## src/rtl/crc32_pkg.sv

```systemverilog
// Shared CRC-32/MPEG-2 constants and the 32-bit-data next-CRC function.
// Bits are processed MSB-first, with no reflection and no final XOR.
package crc32_pkg;

    localparam logic [31:0] CRC_POLY = 32'h04C11DB7;
    localparam logic [31:0] CRC_INIT = 32'hFFFFFFFF;

    // Unrolled by synthesis into one XOR network that does 32 serial LFSR steps at once.
    function automatic logic [31:0] crc32_d32(input logic [31:0] crc_in,
                                              input logic [31:0] data);
        logic [31:0] crc;
        logic        fb;
        crc = crc_in;
        for (int i = 31; i >= 0; i--) begin
            fb  = crc[31] ^ data[i];
            crc = {crc[30:0], 1'b0} ^ (fb ? CRC_POLY : 32'h0);
        end
        return crc;
    endfunction

endpackage

```

## src/rtl/crc32_d32_next.sv

```systemverilog
// Combinational parallel CRC-32/MPEG-2 update: one 32-bit word per evaluation.
module crc32_d32_next
    import crc32_pkg::*;
(
    input  logic [31:0] crc_in,
    input  logic [31:0] data,
    output logic [31:0] crc_next
);

    assign crc_next = crc32_d32(crc_in, data);

endmodule

```

## src/rtl/crc32_parallel_pipeline.sv

```systemverilog
// Two-stage CRC-32/MPEG-2 pipeline: stage 1 registers the input word, and
// stage 2 folds that word into the running CRC at one word per clock.
module crc32_parallel_pipeline
    import crc32_pkg::*;
(
    input  logic        clk,
    input  logic        reset_n,
    input  logic        enable,
    input  logic        start_of_packet,
    input  logic [31:0] data_in,
    output logic [31:0] crc_out,
    output logic        valid_out
);

    logic [31:0] data_p1;
    logic        sop_p1;
    logic        vld_p1;
    logic [31:0] seed;
    logic [31:0] crc_next;

    // Stage 1: input register
    always_ff @(posedge clk) begin
        if (!reset_n) begin
            data_p1 <= 32'h0;
            sop_p1  <= 1'b0;
            vld_p1  <= 1'b0;
        end else begin
            data_p1 <= data_in;
            sop_p1  <= start_of_packet;
            vld_p1  <= enable;
        end
    end

    // Seeding from crc_out lets back-to-back words chain without a bypass.
    assign seed = sop_p1 ? CRC_INIT : crc_out;

    crc32_d32_next u_next (
        .crc_in   (seed),
        .data     (data_p1),
        .crc_next (crc_next)
    );

    // Stage 2: CRC update and output registers
    always_ff @(posedge clk) begin
        if (!reset_n) begin
            crc_out   <= CRC_INIT;
            valid_out <= 1'b0;
        end else begin
            valid_out <= vld_p1;
            if (vld_p1) begin
                crc_out <= crc_next;
            end
        end
    end

endmodule

```

## config.mk

```make
export PLATFORM = sky130hd
export DESIGN_NAME = crc32_parallel_pipeline
export DESIGN_NICKNAME = d
export VERILOG_FILES = /design/src/rtl/crc32_pkg.sv /design/src/rtl/crc32_d32_next.sv /design/src/rtl/crc32_parallel_pipeline.sv
export SDC_FILE = /design/constraint.sdc
export NUM_CORES = 1
export LEC_CHECK = 0
export CAP_MARGIN = 20
export CORE_MARGIN = 4
export CORE_UTILIZATION = 52
export CTS_CLUSTER_SIZE = 12
export DETAILED_ROUTE_END_ITERATION = 16
export DONT_BUFFER_PORTS = 1
export PLACE_DENSITY = 0.67
export REMOVE_ABC_BUFFERS = 1
export SYNTH_ARGS = -nofsm -noshare
export SYNTH_HDL_FRONTEND = slang
export SYNTH_HIERARCHICAL = 1
export SYNTH_SLANG_ARGS = --single-unit
```

## constraint.sdc

```tcl
create_clock -name clk -period 4.8 [get_ports clk]
set_input_delay 0.72 -clock clk [delete_from_list [all_inputs] [get_ports clk]]
set_output_delay 0.72 -clock clk [all_outputs]
set_load 0.03 [all_outputs]
```

## After elaboration in Yosys (flattened, before gate mapping)

Cells that the tools add are included.

| operators by class | value |
|---|---|
| mux-type cells | 33 |
| magnitude comparators | 0 |
| $add $sub $neg | 0 |
| reductions and logical operators | 0 |
| bitwise gates (word level) | 64 |
| divide/modulo/power cells | 0 |
| shift operators | 0 |
| multipliers | 0 |
| equal/unequal tests | 0 |

Operator list:

| cell | number |
|---|---|
| bitwise XOR 32 bit | 32 |
| 2-to-1 mux 27 bit | 32 |
| 2-to-1 mux 32 bit | 1 |
| bitwise XOR 1 bit | 32 |

| word-level totals | value |
|---|---|
| memories | 0 |
| ROM bits | 0 |
| word-level logic and storage cells | 102 |
| output and inout bits | 33 |
| register bits after elaboration | 67 |
| RAM bits | 0 |
| bits in latches | 0 |

## Longest topological paths before layout

Gate-level depths: netlist of the first run.

| logic depth | value |
|---|---|
| depth after elaboration | 97 |
| depth in mapped cells | 13 |
| gate-level depth less buffers | 11 |

## Hierarchy

Netlist of the first run, hierarchy kept.

By module, submodules not included:

| module | area each (µm²) | times used | cells an instance | seq. area each (µm²) |
|---|---|---|---|---|
| crc32_d32_next | 3,373.2 | 1 | 251 | 0.0 |
| crc32_parallel_pipeline | 2,299.7 | 1 | 212 | 1,341.3 |

## Least setup slack after synthesis of the first run

Ideal clock, no wire load.

| timing | value |
|---|---|
| path type | register -> register |
| start point | register sop_p1 |
| end point | register crc_out[10] |
| setup slack | 0.730 ns |
| stages on the path, launching flop included | 14 |
| arrival time | 3.952 ns |
| clock period less this slack | 4.070 ns |
| setup time | 0.119 ns |
| cell sequence | dfxtp_1 clkbuf_1 or2_2 xnor2_4 xnor3_2 xnor2_2 xnor3_1 xnor2_2 xnor3_1 buf_6 xnor3_2 xnor3_1 mux2i_1 nand2_1 |

RTL lines:

| item | line | text |
|---|---|---|
| from (decl) | crc32_parallel_pipeline.sv:16 | `logic sop_p1;` |
| from (signal assigned) | crc32_parallel_pipeline.sv:29 | `sop_p1 <= start_of_packet;` |
| 2-to-1 mux 32 bit * | crc32_parallel_pipeline.sv:35 | `assign seed = sop_p1 ? CRC_INIT : crc_out;` |
| via seed[27] | crc32_parallel_pipeline.sv:18 | `logic [31:0] seed;` |
| bitwise XOR 32 bit * (4 in a row) | crc32_pkg.sv:16 | `crc = {crc[30:0], 1'b0} ^ (fb ? CRC_POLY : 32'h0);` |
| bitwise XOR 1 bit * | crc32_pkg.sv:15 | `fb = crc[31] ^ data[i];` |
| 2-to-1 mux 27 bit * | crc32_pkg.sv:16 |  |
| bitwise XOR 32 bit * (6 in a row) | crc32_pkg.sv:16 |  |
| bitwise XOR 1 bit or bitwise XOR 32 bit (tied branches) | crc32_pkg.sv:15, crc32_pkg.sv:16 |  |
| 2-to-1 mux 27 bit or bitwise XOR 32 bit (tied branches) | crc32_pkg.sv:16 |  |
| [... 8 more ...] | - |  |
| bitwise XOR 32 bit * (6 in a row) | crc32_pkg.sv:16 |  |
| bitwise XOR 1 bit or bitwise XOR 32 bit (tied branches) | crc32_pkg.sv:15, crc32_pkg.sv:16 |  |
| 2-to-1 mux 27 bit or bitwise XOR 32 bit (tied branches) | crc32_pkg.sv:16 |  |
| bitwise XOR 32 bit * (6 in a row) | crc32_pkg.sv:16 |  |
| bitwise XOR 1 bit or bitwise XOR 32 bit (tied branches) | crc32_pkg.sv:15, crc32_pkg.sv:16 |  |
| 2-to-1 mux 27 bit or bitwise XOR 32 bit (tied branches) | crc32_pkg.sv:16 |  |
| bitwise XOR 32 bit * (4 in a row) | crc32_pkg.sv:16 |  |
| via crc_next[10] | crc32_parallel_pipeline.sv:19 | `logic [31:0] crc_next;` |
| to (signal assigned) | crc32_parallel_pipeline.sv:51 | `crc_out <= crc_next;` |
| to (decl) | crc32_parallel_pipeline.sv:11 | `output logic [31:0] crc_out,` |

The timed path passes the listed nets; every way through them passes the cells marked *.
A chain may end at the register's enable or synchronous reset.

## Worst setup path in the final report of the first run

| timing | value |
|---|---|
| start point | register sop_p1 |
| end point | register crc_out[12] |

RTL lines:

| item | line |
|---|---|
| 2-to-1 mux 32 bit * | crc32_parallel_pipeline.sv:35 |
| via seed[21] | crc32_parallel_pipeline.sv:18 |
| bitwise XOR 32 bit * (10 in a row) | crc32_pkg.sv:16 |
| bitwise XOR 1 bit * | crc32_pkg.sv:15 |
| 2-to-1 mux 27 bit * | crc32_pkg.sv:16 |
| bitwise XOR 32 bit * (6 in a row) | crc32_pkg.sv:16 |
| bitwise XOR 1 bit or bitwise XOR 32 bit (tied branches) | crc32_pkg.sv:15, crc32_pkg.sv:16 |
| 2-to-1 mux 27 bit or bitwise XOR 32 bit (tied branches) | crc32_pkg.sv:16 |
| bitwise XOR 32 bit * (6 in a row) | crc32_pkg.sv:16 |
| bitwise XOR 1 bit or bitwise XOR 32 bit (tied branches) | crc32_pkg.sv:15, crc32_pkg.sv:16 |
| 2-to-1 mux 27 bit or bitwise XOR 32 bit (tied branches) | crc32_pkg.sv:16 |
| bitwise XOR 32 bit * (9 in a row) | crc32_pkg.sv:16 |
| bitwise XOR 1 bit | crc32_pkg.sv:15 |
| 2-to-1 mux 27 bit | crc32_pkg.sv:16 |
| bitwise XOR 32 bit * | crc32_pkg.sv:16 |
| via crc_next[12] | crc32_parallel_pipeline.sv:19 |

Marks and branches as above.

==> key figures, run 1 <==
Drt
  – DRC: 0
  – Post-DR vias/cell: roughly 5
  – Initial DRC Count: 139
  – Post-detailed-routing wire length: between 10 and 15 mm
  – Number of antenna-violating nets in the routed design: 0
  – Overall via count from detail_route: about 3200
  – Count of TritonRoute iterations in the first routing pass: 4
  – Average detailed-routed wire length per instance: about 20 um

Worst setup path
  – Worst path max stage delay: slightly above 0.6 ns
  – Worst setup SP type: register
  – Critical path's top delay family: XOR/XNOR gates
  – Worst path arrival time: about 4.8 ns
  – Critical setup path kind: register to register
  – Total buffers and inverters traversed by the critical path: 1
  – Crit-path most repeated cell: xnor3_2
  – WP data required: between 5 and 6 ns
  – Ordered cell list for the critical path: buf_4 -> or2_2 -> xnor2_1 -> xnor3_2 -> xor2_4 -> xnor3_2 -> xnor2_4 -> xnor3_2 -> xnor2_4 -> xnor3_1 -> mux2i_1 -> nand2_1
  – Largest fanout of any net on the critical path: 13
  – CP endpoint kind: register
  – CP max-delay cell: xnor3_2

Global route
  – Overflow left after global routing: 0
  – Largest net degree at the start of global routing: approximately 70
  – Overall track demand over capacity in global routing: about 22%
  – Global-route wire length before repair: 21.0 mm
  – Vias in the first global route: between 3000 and 4000
  – Antenna violations before repair: 0

Floorplan
  – Die area: 12600 um2
  – Area of the placeable core: around 10000 um2
  – Die Ht: 112 um
  – Die X-Extent: roughly 110 um
  – Number of ports placed on the die boundary: 69
  – Initial core utilization: between 50% and 60%
  – Site row count: 37

Synth
  – Number of synthesized register bits: 67
  – Post-synth EDFFs: 0
  – Top area cells in the synthesized netlist: dfxtp_1, xnor2_1, xnor3_1
  – Synth Instances: 463
  – Synth top area share: 23.6%
  – Cell type with the largest total area after synthesis: dfxtp_1
  – Library cells used by synthesis: 20
  – Fraction of synthesis flops using an asynchronous set or reset pin: 0%
  – Register area share after synthesis: approximately a quarter
  – Count of yosys warnings during synthesis: 6
  – Most numerous cell in the Yosys netlist: xnor2_1
  – Netlist area before placement: ~5700 um2
  – Post-synthesis area per instance: 12.3 um2
  – Leading cell types by count after synthesis: xnor2_1, dfxtp_1, xnor3_1
  – Flip-flop cell with the highest count after synthesis: dfxtp_1

Timing
  – Setup violation total in the final timing report: 0
  – Max Clock Freq: approximately 220 MHz
  – Max-slew headroom at the worst pin: 28.2%
  – RSZ-0062 raised after global routing: false
  – Fin Clk Skew: approximately 0.012 ns
  – Final clock period utilization by the worst path: a little over nine tenths
  – Number of slew-limit violations in the final report: 0
  – Slew of the pin with the lowest slew margin: around 1.1 ns
  – Final period demand of the worst path: roughly 4.6 ns
  – Final Hold Fails: 0
  – TNS Setup: 0 ns

Final layout
  – Layout fillers: 896
  – Layout cell share with drive strength beyond 1: around 28%
  – Net count of the finished layout: between 500 and 600
  – Antenna cell count: 0
  – Layout area overhead: 10.8%

Clocking
  – CTS Buf Count: 9
  – Count of hold-fix buffers inserted at cts: 0
  – Clock-pin slew on the worst setup and hold paths: 0.07 ns
  – Number of gates resized after CTS: 0
  – Deepest level of the CTS H-tree: 3
  – Number of sinks driven by the clock tree: 67
  – Worst-Skew Late Latency: around 0.37 ns
  – Setup fix buffers added after clock tree synthesis: 0
  – Number of buffers between clock root and the deepest sink: 2
  – Buffer cell driving the clock tree root: clkbuf_8
  – CTS tree: built

Placement
  – Count of port buffers added during placement: 0
  – Weighted congestion at the end of routability-driven global placement: 0.950
  – Final HPWL from detailed placement: about 11 mm

Outcome
  – Result of the run: completed

Run
  – Max Cap Viol: 0

Min path
  – Path type of the worst min-delay path: input port to register
[layer usage]
metal / global-route usage [%] / vias to the layer above / wire length [um]
met1: 30.3 / 1565 / 6010
li1: - / 1571 / -
met3: 5.34 / 13 / 669
met5: 0 / - / 0
met2: 36.2 / 76 / 6300
met4: 6.33 / 0 / 218
[metrics by stage]
| stage | worst slack, ns | instances | utilization, % | area [um2] | hold WS (ns) |
|---|---|---|---|---|---|
| final | 0.215 | 649 | 60.1 | 6290 | 0.425 |
| after global placement | 0.257 | 633 | 58.5 | 6120 | 0.672 |
| after global routing | 0.00946 | 649 | 60.1 | 6290 | 0.399 |
| after CTS | 0.158 | 649 | 60.1 | 6290 | 0.391 |
| after floorplan | 0.551 | 447 | - | 5560 | 0.651 |
| after detailed placement | 0.209 | 633 | 58.5 | 6120 | 0.679 |
[cells by family (layout without fill, tap and decap cells)]
| kind of cell | count (synthesis) | after routing | synth area share [%] |
|---|---|---|---|
| xor+xnor | 248 | 248 | 59.1 |
| buf+inv | 17 | 67 | 2.10 |
| flops | 67 | 67 | 23.6 |
| mux | 32 | 32 | 5.65 |
| simple gates | 99 | 99 | 9.51 |
[worst reg2reg max path, stage by stage (launching register included)]
cell and delay, ns:
dfxtp_1 0.31, buf_4 0.17, or2_2 0.29, xnor2_1 0.48, xnor3_2 0.57, xor2_4 0.31
xnor3_2 0.55, xnor2_4 0.30, xnor3_2 0.61, xnor2_4 0.27, xnor3_1 0.35, mux2i_1 0.18
nand2_1 0.07
[final timing paths]
path	startpoint	to	slack (ns)	cells past startpoint
max	sop_p1$_SDFF_PN0_	crc_out[12]$_SDFFE_PN1P_	0.21	12
min	reset_n	crc_out[9]$_SDFFE_PN1P_	0.43	1
max reg2reg	sop_p1$_SDFF_PN0_	crc_out[12]$_SDFFE_PN1P_	0.21	12
min reg2reg	crc_out[0]$_SDFFE_PN1P_	crc_out[0]$_SDFFE_PN1P_	0.69	2
[cells in the final DEF, fill, tap and decap left out]
cell / n
inv_1: 1
and2_1: 35
nand2_1: 32
clkbuf_8: 9
xor2_1: 36
xor2_2: 6
xor2_4: 1
xor3_2: 1
clkinv_4: 2
xnor3_2: 14
inv_6: 1
clkbuf_1: 1
xnor2_1: 122
xnor2_4: 9
dfxtp_2: 1
clkinv_2: 3
buf_4: 49
mux2i_1: 32
xnor2_2: 15
dfxtp_1: 66
xnor3_1: 41
buf_12: 1
xor3_1: 3
or2_2: 32
[flip-flops by register name (all words and copies together), names as in the netlist]
name       cells
crc_out       32
data_p1       32
sop_p1         1
valid_out      1
vld_p1         1
[area by class of cell]
cell class | instances | area [um2] | area share [%]
multi-input cells | 379 | 4210 | 67.0
flip-flops and latches | 67 | 1340 | 21.4
repair buffers | 50 | 388 | 6.17
well taps | 136 | 170 | 2.71
clock buffers | 10 | 128 | 2.03
clock inverters | 6 | 41.3 | 0.657
inverters | 1 | 3.75 | 0.0597
Power of run 1 is left out: the tool's default activity adds up to more than one toggle a clock period on the data nets, which glitch-free logic cannot reach.
==> inputs of run 2 (changes only) <==
Settings changed: PLACE_DENSITY 0.67 to 0.76.
==> key figures, run 2 (synthesis gave the netlist of run 1 again) <==
Timing
  – RSZ-0062 raised after global routing: false
  – TNS Setup: 0 ns
  – Slew of the pin with the lowest slew margin: roughly 1.1 ns
  – Setup violation total in the final timing report: 0
  – Post-route worst setup slack: 0.251 ns
  – Max Clock Freq: about 220 MHz
  – Final period demand of the worst path: approximately 4.5 ns
  – Fin Clk Skew: roughly 0.019 ns
  – Final clock period utilization by the worst path: 94.8%
  – Final Hold Fails: 0
  – Max-slew headroom at the worst pin: between 20% and 30%
  – Number of slew-limit violations in the final report: 0

Drt
  – Initial DRC Count: around 160
  – Count of TritonRoute iterations in the first routing pass: 4
  – Average detailed-routed wire length per instance: 20.6 um
  – Post-DR vias/cell: roughly 5.0
  – Overall via count from detail_route: about 3200
  – DRC: 0
  – Post-detailed-routing wire length: 13.1 mm
  – Number of antenna-violating nets in the routed design: 0

Floorplan
  – Number of ports placed on the die boundary: between 60 and 70
  – Initial core utilization: between 50% and 60%
  – Site row count: 37
  – Die X-Extent: 112 um
  – Area of the placeable core: ~10000 um2
  – Die area: roughly 13000 um2
  – Die Ht: approximately 110 um

Worst setup path
  – Critical setup path kind: register to register
  – Worst path max stage delay: between 0.5 and 0.6 ns
  – Worst setup SP type: register
  – Ordered cell list for the critical path: buf_12 -> or2_2 -> xnor2_1 -> xnor3_2 -> xor2_4 -> xnor3_1 -> xnor3_2 -> xnor3_2 -> xor2_2 -> xnor3_1 -> mux2i_1 -> nand2_1
  – WP data required: slightly above 5 ns
  – CP endpoint kind: register
  – Total buffers and inverters traversed by the critical path: 1
  – CP max-delay cell: xnor3_2
  – Largest fanout of any net on the critical path: 32
  – Crit-path most repeated cell: xnor3_2
  – Worst path arrival time: just under 5 ns
  – Critical path's top delay family: XOR/XNOR gates

Global route
  – Overall track demand over capacity in global routing: approximately 22%
  – Antenna violations before repair: 0
  – Largest net degree at the start of global routing: just under 70
  – Vias in the first global route: ~3400
  – Global-route wire length before repair: roughly 20 mm
  – Overflow left after global routing: 0

Clocking
  – Deepest level of the CTS H-tree: 3
  – CTS Buf Count: 9
  – Number of buffers between clock root and the deepest sink: 2
  – Count of hold-fix buffers inserted at cts: 0
  – Number of gates resized after CTS: 0
  – Clock-pin slew on the worst setup and hold paths: about 0.09 ns
  – Worst-Skew Late Latency: between 0.3 and 0.4 ns
  – CTS tree: built
  – Setup fix buffers added after clock tree synthesis: 0
  – Number of sinks driven by the clock tree: 67
  – Buffer cell driving the clock tree root: clkbuf_8

Final layout
  – Finished Layout Cells: between 600 and 700
  – Top flop regs: crc_out (32), data_p1 (32)
  – Layout cell share with drive strength beyond 1: roughly a quarter
  – Antenna cell count: 0
  – Post-route cell area: 6260 um2
  – Most common cell after layout, fill and taps aside: xnor2_1
  – Layout area overhead: 10.3%
  – Net count of the finished layout: roughly 530
  – Commonest cells after routing, fill and taps aside: xnor2_1, dfxtp_1, xnor3_1

Placement
  – Placed cell count: 620
  – Pre-CTS worst setup slack: about 0.24 ns
  – Count of port buffers added during placement: 0
  – Final HPWL from detailed placement: 10.4 mm
  – Weighted congestion at the end of routability-driven global placement: ~0.9
  – Cell area reported after detailed placement: around 6000 um2

Outcome
  – Result of the run: completed

Min path
  – Path type of the worst min-delay path: input port to register

Run
  – Max Cap Viol: 0
-- run 2: area by class of cell --
cell class,count,area [um2]
clock buffer,11,141
tap,136,170
clock inverter,5,85.1
inverter,1,3.75
fill,878,4200
sequential,67,1340
timing repair buffer,37,303
multi-input combinational,379,4210
-- run 2: path summary, 6_finish.rpt --
kind                                                from  depth (start not counted)  slack [ns]                  endpoint
worst min register to register  crc_out[30]$_SDFFE_PN1P_                          2        0.68  crc_out[30]$_SDFFE_PN1P_
worst max register to register         sop_p1$_SDFF_PN0_                         12        0.25   crc_out[8]$_SDFFE_PN1P_
worst min-delay path                             reset_n                          1        0.40  crc_out[10]$_SDFFE_PN1P_
worst max-delay path                   sop_p1$_SDFF_PN0_                         12        0.25   crc_out[8]$_SDFFE_PN1P_
-- run 2: stage by stage --
step / util [%] / hold slack [ns]
global route: 59.8 / 0.382
CTS: 59.8 / 0.381
global placement: 57.7 / 0.670
detailed placement: 57.7 / 0.674
floorplan: - / 0.651
finish: 59.8 / 0.403
-- run 2: routing by layer --
layer	routed length [um]	vias to the layer above	global-route usage (%)	share of wire [%]
met5	0	-	0	0
met4	387	0	8.49	3.0
met3	795	26	6.36	6.1
met2	6090	92	33.7	46
met1	5830	1520	29.1	44
li1	-	1539	-	-
Power of run 2 is left out for the same reason.
